===== config.mk =====
export PLATFORM = sky130hd
export DESIGN_NAME = time_set_ctrl_flat
export DESIGN_NICKNAME = d
export VERILOG_FILES = /design/src/rtl/time_set_ctrl_pkg.sv /design/src/rtl/time_set_ctrl_if.sv /design/src/rtl/time_set_ctrl_key_debounce.sv /design/src/rtl/time_set_ctrl.sv /design/src/flat_wrapper.sv
export SDC_FILE = /design/constraint.sdc
export NUM_CORES = 1
export LEC_CHECK = 0
export CAP_MARGIN = 5
export CORE_UTILIZATION = 55
export CTS_CLUSTER_SIZE = 12
export DETAILED_ROUTE_END_ITERATION = 16
export GPL_ROUTABILITY_DRIVEN = 0
export PLACE_DENSITY = 0.78
export SYNTH_ARGS = -nofsm -noshare
export SYNTH_HDL_FRONTEND = slang
export SYNTH_SLANG_ARGS = --single-unit
export TNS_END_PERCENT = 100

===== constraint.sdc =====
create_clock -name clk -period 10.2 [get_ports clk]
set_input_delay 3.06 -clock clk [delete_from_list [all_inputs] [get_ports clk]]
set_output_delay 3.06 -clock clk [all_outputs]
set_load 0.02 [all_outputs]

===== src/rtl/time_set_ctrl_pkg.sv =====
// Shared definitions for the front-panel time/date setting controller:
// edit state encoding, field indices, per-field ranges, 48-bit packing
// offsets and the days-in-month helper.
package time_set_pkg;

    typedef enum logic [2:0] {
        RUN    = 3'd0,
        SEL_YR = 3'd1,
        SEL_MO = 3'd2,
        SEL_DY = 3'd3,
        SEL_HR = 3'd4,
        SEL_MI = 3'd5,
        SEL_SE = 3'd6,
        COMMIT = 3'd7
    } tsc_state_t;

    // Field indices as seen on edit_field; FLD_NONE means "not editing".
    localparam logic [2:0] FLD_YR   = 3'd0;
    localparam logic [2:0] FLD_MO   = 3'd1;
    localparam logic [2:0] FLD_DY   = 3'd2;
    localparam logic [2:0] FLD_HR   = 3'd3;
    localparam logic [2:0] FLD_MI   = 3'd4;
    localparam logic [2:0] FLD_SE   = 3'd5;
    localparam logic [2:0] FLD_NONE = 3'd7;
    localparam int         NUM_FIELDS = 6;

    // Key bit positions on sw_in.
    localparam int KEY_MODE = 0;
    localparam int KEY_UP   = 1;
    localparam int KEY_DOWN = 2;
    localparam int KEY_OK   = 3;
    localparam int NUM_KEYS = 4;

    // Per-field limits (day upper bound is refined by days_in_month).
    localparam logic [7:0] YR_MIN = 8'd0;
    localparam logic [7:0] YR_MAX = 8'd99;
    localparam logic [7:0] MO_MIN = 8'd1;
    localparam logic [7:0] MO_MAX = 8'd12;
    localparam logic [7:0] DY_MIN = 8'd1;
    localparam logic [7:0] DY_MAX = 8'd31;
    localparam logic [7:0] HR_MIN = 8'd0;
    localparam logic [7:0] HR_MAX = 8'd23;
    localparam logic [7:0] MI_MIN = 8'd0;
    localparam logic [7:0] MI_MAX = 8'd59;
    localparam logic [7:0] SE_MIN = 8'd0;
    localparam logic [7:0] SE_MAX = 8'd59;

    // Power-up value: year 0 (2000), January 1st, 00:00:00.
    localparam logic [47:0] TIME_RESET = {8'd0, 8'd1, 8'd1, 8'd0, 8'd0, 8'd0};

    // LSB of field f inside the packed {yr,mo,dy,hr,mi,se} word.
    function automatic int field_lsb(input int f);
        return 40 - 8 * f;
    endfunction

    function automatic logic [7:0] field_min(input logic [2:0] f);
        logic [7:0] v;
        case (f)
            FLD_YR:  v = YR_MIN;
            FLD_MO:  v = MO_MIN;
            FLD_DY:  v = DY_MIN;
            FLD_HR:  v = HR_MIN;
            FLD_MI:  v = MI_MIN;
            default: v = SE_MIN;
        endcase
        return v;
    endfunction

    function automatic logic [7:0] field_max(input logic [2:0] f);
        logic [7:0] v;
        case (f)
            FLD_YR:  v = YR_MAX;
            FLD_MO:  v = MO_MAX;
            FLD_DY:  v = DY_MAX;
            FLD_HR:  v = HR_MAX;
            FLD_MI:  v = MI_MAX;
            default: v = SE_MAX;
        endcase
        return v;
    endfunction

    // Year is an offset from 2000, so every multiple of 4 is a leap year.
    function automatic logic [7:0] days_in_month(input logic [7:0] year,
                                                 input logic [7:0] month);
        logic [7:0] dim;
        case (month)
            8'd2:                    dim = ((year % 8'd4) == 8'd0) ? 8'd29 : 8'd28;
            8'd4, 8'd6, 8'd9, 8'd11: dim = 8'd30;
            default:                 dim = 8'd31;
        endcase
        return dim;
    endfunction

endpackage


===== src/rtl/time_set_ctrl_if.sv =====
// Bundle of the controller's panel, counter and display signals.
// slave = the controller, master = whatever drives keys/time and consumes results.
interface time_set_ctrl_if;
    logic        en_1hz;
    logic [3:0]  sw_in;
    logic [47:0] cur_time;
    logic        set_time;
    logic [47:0] bin_time;
    logic        edit_active;
    logic [2:0]  edit_field;
    logic [47:0] edit_time;
    logic [5:0]  blank_mask;

    modport master (
        output en_1hz, sw_in, cur_time,
        input  set_time, bin_time, edit_active, edit_field, edit_time, blank_mask
    );

    modport slave (
        input  en_1hz, sw_in, cur_time,
        output set_time, bin_time, edit_active, edit_field, edit_time, blank_mask
    );
endinterface


===== src/rtl/time_set_ctrl_key_debounce.sv =====
// One key: 2-FF synchroniser, stability counter, one-cycle pulse on the
// accepted rising edge. Releases are debounced too but raise no event.
module key_debounce #(
    parameter int DEBOUNCE_CYC = 500000
) (
    input  logic clk,
    input  logic rst,
    input  logic key_raw,
    output logic key_press
);
    localparam int CNT_W = (DEBOUNCE_CYC > 1) ? $clog2(DEBOUNCE_CYC + 1) : 1;

    logic [1:0]       sync_reg;
    logic             stable_reg;
    logic [CNT_W-1:0] cnt_reg;
    logic             press_reg;

    // Count consecutive samples differing from the accepted level; accept on the Nth.
    always_ff @(posedge clk or posedge rst) begin
        if (rst) begin
            sync_reg   <= 2'b00;
            stable_reg <= 1'b0;
            cnt_reg    <= '0;
            press_reg  <= 1'b0;
        end else begin
            sync_reg  <= {sync_reg[0], key_raw};
            press_reg <= 1'b0;
            if (sync_reg[1] == stable_reg) begin
                cnt_reg <= '0;
            end else if (cnt_reg == CNT_W'(DEBOUNCE_CYC - 1)) begin
                stable_reg <= sync_reg[1];
                cnt_reg    <= '0;
                press_reg  <= sync_reg[1];
            end else begin
                cnt_reg <= cnt_reg + 1'b1;
            end
        end
    end

    assign key_press = press_reg;
endmodule


===== src/rtl/time_set_ctrl.sv =====
// Front-panel time/date setting controller. Debounces the MODE/UP/DOWN/OK
// keys, edits a snapshot of the live time field by field, and loads the
// date/time counter with a one-cycle set_time strobe on confirm.
// Optional macro TSC_BLINK_EN: blink the field under edit via blank_mask.
module time_set_ctrl
    import time_set_pkg::*;
#(
    parameter int DEBOUNCE_CYC = 500000,
    parameter int TIMEOUT_S    = 30
) (
    input  logic            clk,
    input  logic            rst,
    time_set_ctrl_if.slave  bus
);
    localparam int TICK_W = $clog2(TIMEOUT_S + 1);

    logic [NUM_KEYS-1:0] press_vec;
    logic                any_press;
    logic                ok_win, mode_win, up_win, down_win;

    tsc_state_t          state_reg;
    logic [47:0]         edit_time_reg;
    logic [47:0]         bin_time_reg;
    logic [2:0]          edit_field_reg;
    logic                edit_active_reg;
    logic                set_time_reg;
    logic [TICK_W-1:0]   tick_reg;

    logic [7:0]          fld_cur [NUM_FIELDS];
    logic [7:0]          fld_new [NUM_FIELDS];
    logic [7:0]          step_cur, step_lo, step_hi, step_new, step_dim;
    logic [47:0]         step_time;
    logic [5:0]          blank_mask_w;

    genvar gi;

    // One debouncer per key.
    generate
        for (gi = 0; gi < NUM_KEYS; gi++) begin : g_key
            key_debounce #(.DEBOUNCE_CYC(DEBOUNCE_CYC)) u_key_debounce (
                .clk       (clk),
                .rst       (rst),
                .key_raw   (bus.sw_in[gi]),
                .key_press (press_vec[gi])
            );
        end
    endgenerate

    // Same-cycle presses resolve OK > MODE > UP > DOWN; any press still resets the timeout.
    assign any_press = |press_vec;
    assign ok_win    = press_vec[KEY_OK];
    assign mode_win  = press_vec[KEY_MODE] & ~press_vec[KEY_OK];
    assign up_win    = press_vec[KEY_UP]   & ~press_vec[KEY_OK] & ~press_vec[KEY_MODE];
    assign down_win  = press_vec[KEY_DOWN] & ~press_vec[KEY_OK] & ~press_vec[KEY_MODE]
                     & ~press_vec[KEY_UP];

    // Unpack the working copy into per-field bytes.
    generate
        for (gi = 0; gi < NUM_FIELDS; gi++) begin : g_unpack
            assign fld_cur[gi] = edit_time_reg[field_lsb(gi) +: 8];
        end
    endgenerate

    // Next working copy for an UP/DOWN step on the selected field, with day clamping.
    always_comb begin
        step_cur = 8'd0;
        for (int i = 0; i < NUM_FIELDS; i++) begin
            if (edit_field_reg == 3'(i)) step_cur = fld_cur[i];
        end
        step_lo = field_min(edit_field_reg);
        step_hi = (edit_field_reg == FLD_DY) ? days_in_month(fld_cur[FLD_YR], fld_cur[FLD_MO])
                                             : field_max(edit_field_reg);
        if (up_win) step_new = (step_cur >= step_hi) ? step_lo : step_cur + 8'd1;
        else        step_new = (step_cur <= step_lo) ? step_hi : step_cur - 8'd1;
        for (int i = 0; i < NUM_FIELDS; i++) begin
            fld_new[i] = (edit_field_reg == 3'(i)) ? step_new : fld_cur[i];
        end
        // A shorter month (or a non-leap February) pulls the day down with it.
        step_dim = days_in_month(fld_new[FLD_YR], fld_new[FLD_MO]);
        if ((edit_field_reg == FLD_YR || edit_field_reg == FLD_MO) && fld_new[FLD_DY] > step_dim)
            fld_new[FLD_DY] = step_dim;
        step_time = {fld_new[0], fld_new[1], fld_new[2], fld_new[3], fld_new[4], fld_new[5]};
    end

    // Edit state machine with registered outputs and the inactivity timeout.
    always_ff @(posedge clk or posedge rst) begin
        if (rst) begin
            state_reg       <= RUN;
            edit_time_reg   <= TIME_RESET;
            bin_time_reg    <= TIME_RESET;
            edit_field_reg  <= FLD_NONE;
            edit_active_reg <= 1'b0;
            set_time_reg    <= 1'b0;
            tick_reg        <= '0;
        end else begin
            set_time_reg <= 1'b0;
            case (state_reg)
                RUN: begin
                    if (mode_win) begin
                        edit_time_reg   <= bus.cur_time;
                        state_reg       <= SEL_YR;
                        edit_field_reg  <= FLD_YR;
                        edit_active_reg <= 1'b1;
                        tick_reg        <= '0;
                    end
                end
                COMMIT: begin
                    state_reg       <= RUN;
                    edit_field_reg  <= FLD_NONE;
                    edit_active_reg <= 1'b0;
                end
                default: begin
                    if (ok_win) begin
                        state_reg    <= COMMIT;
                        set_time_reg <= 1'b1;
                        bin_time_reg <= edit_time_reg;
                        tick_reg     <= '0;
                    end else if (mode_win) begin
                        state_reg      <= (state_reg == SEL_SE) ? SEL_YR
                                                                : tsc_state_t'(state_reg + 3'd1);
                        edit_field_reg <= (edit_field_reg == FLD_SE) ? FLD_YR
                                                                     : edit_field_reg + 3'd1;
                        tick_reg       <= '0;
                    end else if (up_win || down_win) begin
                        edit_time_reg <= step_time;
                        tick_reg      <= '0;
                    end else if (any_press) begin
                        tick_reg <= '0;
                    end else if (bus.en_1hz) begin
                        if (tick_reg == TICK_W'(TIMEOUT_S - 1)) begin
                            state_reg       <= RUN;
                            edit_field_reg  <= FLD_NONE;
                            edit_active_reg <= 1'b0;
                            tick_reg        <= '0;
                        end else begin
                            tick_reg <= tick_reg + 1'b1;
                        end
                    end
                end
            endcase
        end
    end

`ifdef TSC_BLINK_EN
    logic blink_reg;

    // Blink phase: toggles each second while editing, restarts dark on any press.
    always_ff @(posedge clk or posedge rst) begin
        if (rst) begin
            blink_reg <= 1'b0;
        end else if (any_press || !edit_active_reg) begin
            blink_reg <= 1'b0;
        end else if (bus.en_1hz) begin
            blink_reg <= ~blink_reg;
        end
    end

    generate
        for (gi = 0; gi < NUM_FIELDS; gi++) begin : g_blank
            assign blank_mask_w[gi] = blink_reg && (edit_field_reg == 3'(gi));
        end
    endgenerate
`else
    assign blank_mask_w = 6'b0;
`endif

    assign bus.set_time    = set_time_reg;
    assign bus.bin_time    = bin_time_reg;
    assign bus.edit_active = edit_active_reg;
    assign bus.edit_field  = edit_field_reg;
    assign bus.edit_time   = edit_time_reg;
    assign bus.blank_mask  = blank_mask_w;
endmodule


===== src/flat_wrapper.sv =====
// flat-port wrapper written by rule: the top's interface ports become plain ports
module time_set_ctrl_flat import time_set_pkg::*;
#(
    parameter int DEBOUNCE_CYC = 500000,
    parameter int TIMEOUT_S    = 30
)
  (clk, rst, bus_en_1hz, bus_sw_in, bus_cur_time, bus_set_time, bus_bin_time, bus_edit_active, bus_edit_field, bus_edit_time, bus_blank_mask);
  time_set_ctrl_if bus_i ();
  input  logic clk;
  input  logic rst;
  input wire logic [$bits(bus_i.en_1hz)-1:0] bus_en_1hz;
  input wire logic [$bits(bus_i.sw_in)-1:0] bus_sw_in;
  input wire logic [$bits(bus_i.cur_time)-1:0] bus_cur_time;
  output wire logic [$bits(bus_i.set_time)-1:0] bus_set_time;
  output wire logic [$bits(bus_i.bin_time)-1:0] bus_bin_time;
  output wire logic [$bits(bus_i.edit_active)-1:0] bus_edit_active;
  output wire logic [$bits(bus_i.edit_field)-1:0] bus_edit_field;
  output wire logic [$bits(bus_i.edit_time)-1:0] bus_edit_time;
  output wire logic [$bits(bus_i.blank_mask)-1:0] bus_blank_mask;
  assign bus_i.en_1hz = bus_en_1hz;
  assign bus_i.sw_in = bus_sw_in;
  assign bus_i.cur_time = bus_cur_time;
  assign bus_set_time = bus_i.set_time;
  assign bus_bin_time = bus_i.bin_time;
  assign bus_edit_active = bus_i.edit_active;
  assign bus_edit_field = bus_i.edit_field;
  assign bus_edit_time = bus_i.edit_time;
  assign bus_blank_mask = bus_i.blank_mask;
  time_set_ctrl #(.DEBOUNCE_CYC(DEBOUNCE_CYC), .TIMEOUT_S(TIMEOUT_S)) u_core (.clk(clk), .rst(rst), .bus(bus_i));
endmodule

==> run_results.csv, run 1 <==
group,metric,value,unit
clocking,post_cts_resize_count,0,
logic_synthesis,synthArstFlopShare,100,%
critical_path,critPathRequiredTime,10.59,ns
power,power,0.00237,W
clocking,postCtsSetupRepairBufs,0,
logic_synthesis,yosys-top-cells-area,"dfrtp_1, nand2_1, nor2_1, o21ai_0, xor2_1",
grt,grt_use_total,29.3,%
logic_synthesis,netlist_area,0.0106,sq mm
sta,worst_pin_slew,1.23,ns
logic_synthesis,synth_enable_flop_cells,0,
critical_path,cp-start-kind,"flop",
final_layout,diodes,0,
final_layout,final_common_cell,"nand2_1",
power,internal_power,0.00153,W
detailed_routing,ant_nets,0,
critical_path,cp-end-kind,"flop",
final_layout,num-nets-final,1401,
die,core,0.0188,sq mm
critical_path,crit_fanout,24,
clocking,htree_levels,1,
die,start_util,56.4,%
logic_synthesis,synth_cell_types,84,
placed_design,dp.cells,1561,
detailed_routing,vias,9311,
grt,grt_pass1_vias,8944,
logic_synthesis,yosysSeqAreaShare,47.4,%
die,die_h,141,um
sta,slew_headroom,17.3,%
grt,grt_pass1_wl,46400,um
logic_synthesis,ys_seq_elements,201,
run_status,outcome,"finished clean",
critical_path,cp_num_buf_inv,2,
critical_path,crit_slowest_cell,"dfstp_2",
die,die_w,141,um
critical_path,worstPathArrival,7.37,ns
die,io_pins,162,
clocking,clock_latency,0.52,ns
final_layout,largest_register_ff_count,76,
clocking,hold_buffers,0,
clocking,cts_tree,"built",
detailed_routing,viasPerCell,5.82,
logic_synthesis,syn_avg_cell_area,8.92,sq um
power,p_sw,0.000836,W
placed_design,portBuffers,155,
sta,final-setup-viol-count,0,
die,die_area,0.0199,sq mm
placed_design,hpwl,19900,um
clocking,clock_path_buffers,3,
power,seq_power_share,35.9,%
critical_path,crit_chain,"clkinv_1 -> ha_1 -> or3b_2 -> a21oi_1 -> o21a_1 -> or2_2 -> ha_1 -> nor2_1 -> or4_1 -> or3_4 -> a221oi_4 -> mux2i_1 -> o21bai_1 -> o2111ai_1 -> ha_1 -> inv_1 -> a21oi_1 -> a211oi_1 -> o21ai_0 -> a31oi_1 -> a21oi_1 -> o21ai_0",
logic_synthesis,ys.warnings.count,0,
final_layout,layoutNonFillerInstCount,1600,
run,drv_cap,0,
power,clock_power_share,32.5,%
power,p_leak,5.79,nW
clocking,clock-sinks,201,
clocking,path_clk_slew,0.06,ns
detailed_routing,remaining_drc_errors,0,
grt,overflow,0,
min_path,hp-class,"reg2reg",
power,vdd_ir_drop_max,155,uV
grt,grt_max_degree,127,
critical_path,cp_top_family,"compound AO/OA/AOI/OAI gates",
sta,rsz0062_at_grt,"no",
critical_path,critPathKind,"reg2reg",
clocking,ctsRootBufferMaster,"clkbuf_16",
sta,slew_viol_final,0,
die,rows,50,
power,swShare,35.3,%
clocking,cts_buffers,23,
final_layout,drive_above_1_share,6.27,%
detailed_routing,dr.pass1.iters,6,
sta,finalCritPeriodShare,68.4,%
detailed_routing,routed_wl,28500,um
logic_synthesis,synth_ff_type,"dfrtp_1",
final_layout,mostFrequentLayoutCells,"nand2_1, dfrtp_1, clkdlybuf4s50_1",
detailed_routing,detail_route.wl_per_cell,17.8,um
power,combPwrFrac,31.6,%
logic_synthesis,yosysTopAreaCell,"dfrtp_1",
grt,antenna_found_initial,0,
critical_path,critPathMaxStageDelay,0.83,ns
sta,final_hold_viol_count,0,
sta,fin_crit,6.98,ns
power,powerDensity,182,mW/mm^2
sta,fmax,143,MHz
logic_synthesis,yosysTopAreaCellShare,45.7,%
logic_synthesis,syn_inst,1191,
sta,clock_skew,0.0166,ns
final_layout,syn2layout_area_growth,22.8,%
sta,tns,0,ns
detailed_routing,drt_iter0_drc,978,
## worst paths after layout
check / to / startpoint / slack (ns) / cells past startpoint
setup / recovery: u_core.bus.edit_time[27] / u_core.bus.edit_field[2] / 3.22 / 22
min in group asynchronous: u_core.g_key[2].u_key_debounce.cnt_reg[2] / rst / 3.12 / 2
setup reg to reg: u_core.bus.edit_time[27] / u_core.bus.edit_field[2] / 3.22 / 22
max in group asynchronous: u_core.bus.bin_time[47] / rst / 5.58 / 3
hold reg to reg: u_core.g_key[2].u_key_debounce.sync_reg[1] / u_core.g_key[2].u_key_debounce.sync_reg[0] / 0.35 / 0
hold / removal: u_core.g_key[2].u_key_debounce.sync_reg[1] / u_core.g_key[2].u_key_debounce.sync_reg[0] / 0.35 / 0
## cell usage after synthesis, types with 3 or more instances
master	n
buf_4	7
nand4b_1	4
o31ai_1	5
o22ai_1	17
nand3_1	37
and4_1	4
o21ai_1	6
nor4_1	10
inv_1	31
ha_1	20
nand4_1	14
or2_2	6
a21o_1	3
dfstp_2	7
o32ai_1	3
a22oi_1	31
a211oi_1	7
o21bai_1	4
nor2b_1	7
mux2i_1	16
and3_1	16
or3_1	12
buf_1	10
and2_1	7
clkbuf_1	29
a31oi_1	7
o21ai_0	76
nand2b_1	11
a21oi_1	40
nor3_1	16
nor2_1	134
buf_2	10
nand2_1	236
o211ai_1	7
xor2_1	37
o21a_1	7
mux2_2	4
nor3b_1	6
xnor2_1	32
dfrtp_1	194
nand3b_1	7
## layer usage
layer	vias to the layer above	GRT usage, %	routed length (um)
met5	-	0	0
met1	4429	38.7	11800
li1	4403	-	-
met3	84	5.74	2390
met4	0	12.6	1060
met2	395	47.1	13300
## through the flow
step / utilization [%] / worst slack [ns] / hold slack, ns / area (sq um)
global placement: 65.5 / 3.64 / 0.332 / 12300
finish: 69.3 / 3.22 / 0.347 / 13000
global route: 69.3 / 2.80 / 0.353 / 13000
detailed placement: 65.5 / 3.34 / 0.335 / 12300
floorplan: - / 1.67 / 0.331 / 10600
CTS: 69.3 / 3.34 / 0.349 / 13000
## power by group through the flow
stage | clock (W) | sequential [W] | combinational, W
2_1_floorplan | 0 | 0.000852 | 0.000510
5_1_grt | 0.000816 | 0.000853 | 0.000791
3_5_place_dp | 0 | 0.000863 | 0.000721
3_3_place_gp | 0 | 0.000861 | 0.000709
4_1_cts | 0.000783 | 0.000849 | 0.000726
6_report | 0.000769 | 0.000850 | 0.000749
## worst register-to-register path, delay by kind of cell, from the launching register on
family	cells	cell delay (ns)
compound gates	11	2.57
mux	1	0.23
simple gates	5	1.93
flops	1	0.83
buf+inv	2	0.39
fa+ha+maj	3	0.91
## cell type report
class                           instances  area, sq um
Fill cell                            1468         5780
Multi-Input combinational cell        903         5230
Sequential cell                       201         5040
Timing Repair Buffer                  163         1610
Clock buffer                           34          677
Tap cell                              260          325
Inverter                               34          135
Clock inverter                          5         32.5
## logic make-up (layout without fill, tap and decap cells)
group	Yosys count	in the layout	synth area share (%)
other cells	1	6	0.0353
xor+xnor	69	69	5.69
fa+ha+maj	20	20	2.35
mux	20	20	1.93
buf+inv	92	236	3.76
flops	201	201	47.4
compound gates	241	241	15.0
simple gates	547	547	23.8
(Power assumes the default switching activity.)
==> run 2: changes to the inputs <==
==> constraint.sdc (replaced) <==
create_clock -name clk -period 6.46 [get_ports clk]
set_input_delay 1.938 -clock clk [delete_from_list [all_inputs] [get_ports clk]]
set_output_delay 1.938 -clock clk [all_outputs]
set_load 0.02 [all_outputs]
==> run 2 against run 1 <==
Die area stayed put; hold slack improved by 0.0041 ns; combinational power rose by 68%; setup slack got worse by 2.9 ns; flip-flop and latch count is the same; largest power group unchanged.
==> run_results.csv, run 2 (same netlist as run 1, synthesis figures left out) <==
group,metric,value,unit
sta,slew_viol_final,0,
detailed_routing,drt_iter0_drc,872,
grt,grt_pass1_vias,9116,
die,die_area,0.0199,sq mm
final_layout,fill_cells,1476,
grt,grt_pass1_wl,46700,um
sta,final-setup-viol-count,0,
clocking,path_clk_slew,0.06,ns
power,vdd_ir_drop_max,255,uV
critical_path,critPathKind,"reg2reg",
sta,rsz0062_at_grt,"no",
critical_path,critPathRequiredTime,6.82,ns
grt,grt_use_total,29.5,%
clocking,clock_path_buffers,3,
run_status,outcome,"finished clean",
clocking,postCtsSetupRepairBufs,0,
final_layout,syn2layout_area_growth,23.2,%
die,core,0.0188,sq mm
grt,grt_max_degree,122,
detailed_routing,routed_wl,28800,um
final_layout,drive_above_1_share,6.74,%
clocking,hold_buffers,0,
sta,fmax,163,MHz
sta,clock_skew,0.00998,ns
power,p_leak,5.81,nW
sta,final_hold_viol_count,0,
placed_design,hpwl,20100,um
critical_path,worstPathArrival,6.48,ns
critical_path,crit_fanout,19,
sta,fin_crit,6.12,ns
detailed_routing,viasPerCell,5.88,
detailed_routing,dr.pass1.iters,8,
run,drv_cap,0,
die,start_util,56.4,%
final_layout,mostFrequentLayoutCells,"nand2_1, dfrtp_1, clkdlybuf4s50_1",
final_layout,diodes,0,
detailed_routing,remaining_drc_errors,0,
grt,overflow,0,
final_layout,num-nets-final,1411,
final_layout,final_common_cell,"nand2_1",
sta,worst_pin_slew,1.14,ns
die,die_w,141,um
final_layout,layoutNonFillerInstCount,1610,
critical_path,r2r_slack,0.34,ns
placed_design,dp.cells,1572,
clocking,clock-sinks,201,
critical_path,cp-end-kind,"flop",
final_layout,largest_register_ff_count,76,
sta,slew_headroom,23.4,%
clocking,htree_levels,1,
clocking,clock_latency,0.51,ns
min_path,hp-class,"reg2reg",
die,die_h,141,um
detailed_routing,vias,9473,
clocking,ctsRootBufferMaster,"clkbuf_16",
detailed_routing,ant_nets,0,
detailed_routing,detail_route.wl_per_cell,17.9,um
clocking,post_cts_resize_count,0,
clocking,cts_tree,"built",
die,io_pins,162,
placed_design,portBuffers,155,
sta,tns,0,ns
power,powerDensity,288,mW/mm^2
grt,antenna_found_initial,1,
critical_path,cp-start-kind,"flop",
sta,finalCritPeriodShare,94.8,%
die,rows,50,
clocking,cts_buffers,22,
## run 2: per-stage QoR
stage	util [%]	instance area (sq um)	hold slack (ns)	setup WS [ns]	power [W]
6_report	69.6	13100	0.351	0.338	0.00377
5_1_grt	69.6	13100	0.357	0.0199	0.00389
4_1_cts	69.6	13100	0.354	0.492	0.00373
3_5_place_dp	66.0	12400	0.341	0.531	0.00256
3_3_place_gp	66.0	12400	0.335	0.709	0.00254
2_1_floorplan	-	10700	0.331	0.430	0.00215
## run 2: report_power, final
| part | internal (W) | total (W) | switching (W) |
|---|---|---|---|
| logic | 0.000444 | 0.00126 | 0.000820 |
| registers | 0.00129 | 0.00133 | 0.0000377 |
| clock network | 0.000676 | 0.00117 | 0.000497 |
## run 2: routing by layer
| layer | part of all wire, % | up-vias | track usage [%] |
|---|---|---|---|
| met5 | 0.045 | - | 0 |
| met4 | 4.8 | 2 | 13.4 |
| met3 | 7.4 | 114 | 5.91 |
| met2 | 47 | 427 | 49.6 |
| met1 | 40 | 4502 | 36.8 |
| li1 | - | 4428 | - |
## run 2: worst max-delay path: stages, from the launching register on
cell and delay, ns:
dfstp_2 0.74, and2_1 0.21, ha_1 0.20, buf_4 0.24
a21o_1 0.12, o22ai_1 0.12, or2_2 0.38, ha_1 0.31
nor2_1 0.05, or4_1 0.65, nor3_2 0.31, a2111oi_1 0.17
a221o_1 0.38, o41ai_2 0.36, and4_4 0.32, ha_1 0.24
a21oi_1 0.13, a211oi_1 0.07, o21ai_0 0.58, a31oi_1 0.16
a21oi_1 0.14, o21ai_0 0.10
## run 2: cell type report
cell class / instances / area [sq um] / share of cell area, %
Multi-Input combinational cell: 903 / 5230 / 39.9
Timing Repair Buffer: 174 / 1710 / 13.0
Clock buffer: 34 / 636 / 4.85
Clock inverter: 4 / 33.8 / 0.258
Tap cell: 260 / 325 / 2.48
Inverter: 34 / 131 / 1.00
Sequential cell: 201 / 5040 / 38.5
## run 2: path summary, 6_finish.rpt
| check | startpoint | endpoint | cells past startpoint |
|---|---|---|---|
| worst min-delay path | u_core.g_key[2].u_key_debounce.sync_reg[0] | u_core.g_key[2].u_key_debounce.sync_reg[1] | 0 |
| worst max register to register | u_core.bus.edit_field[0] | u_core.bus.edit_time[27] | 21 |
| max in group asynchronous | rst | u_core.bus.bin_time[44] | 3 |
| worst min register to register | u_core.g_key[2].u_key_debounce.sync_reg[0] | u_core.g_key[2].u_key_debounce.sync_reg[1] | 0 |
| min in group asynchronous | rst | u_core.g_key[2].u_key_debounce.cnt_reg[18] | 3 |
| worst max-delay path | u_core.bus.edit_field[0] | u_core.bus.edit_time[27] | 21 |
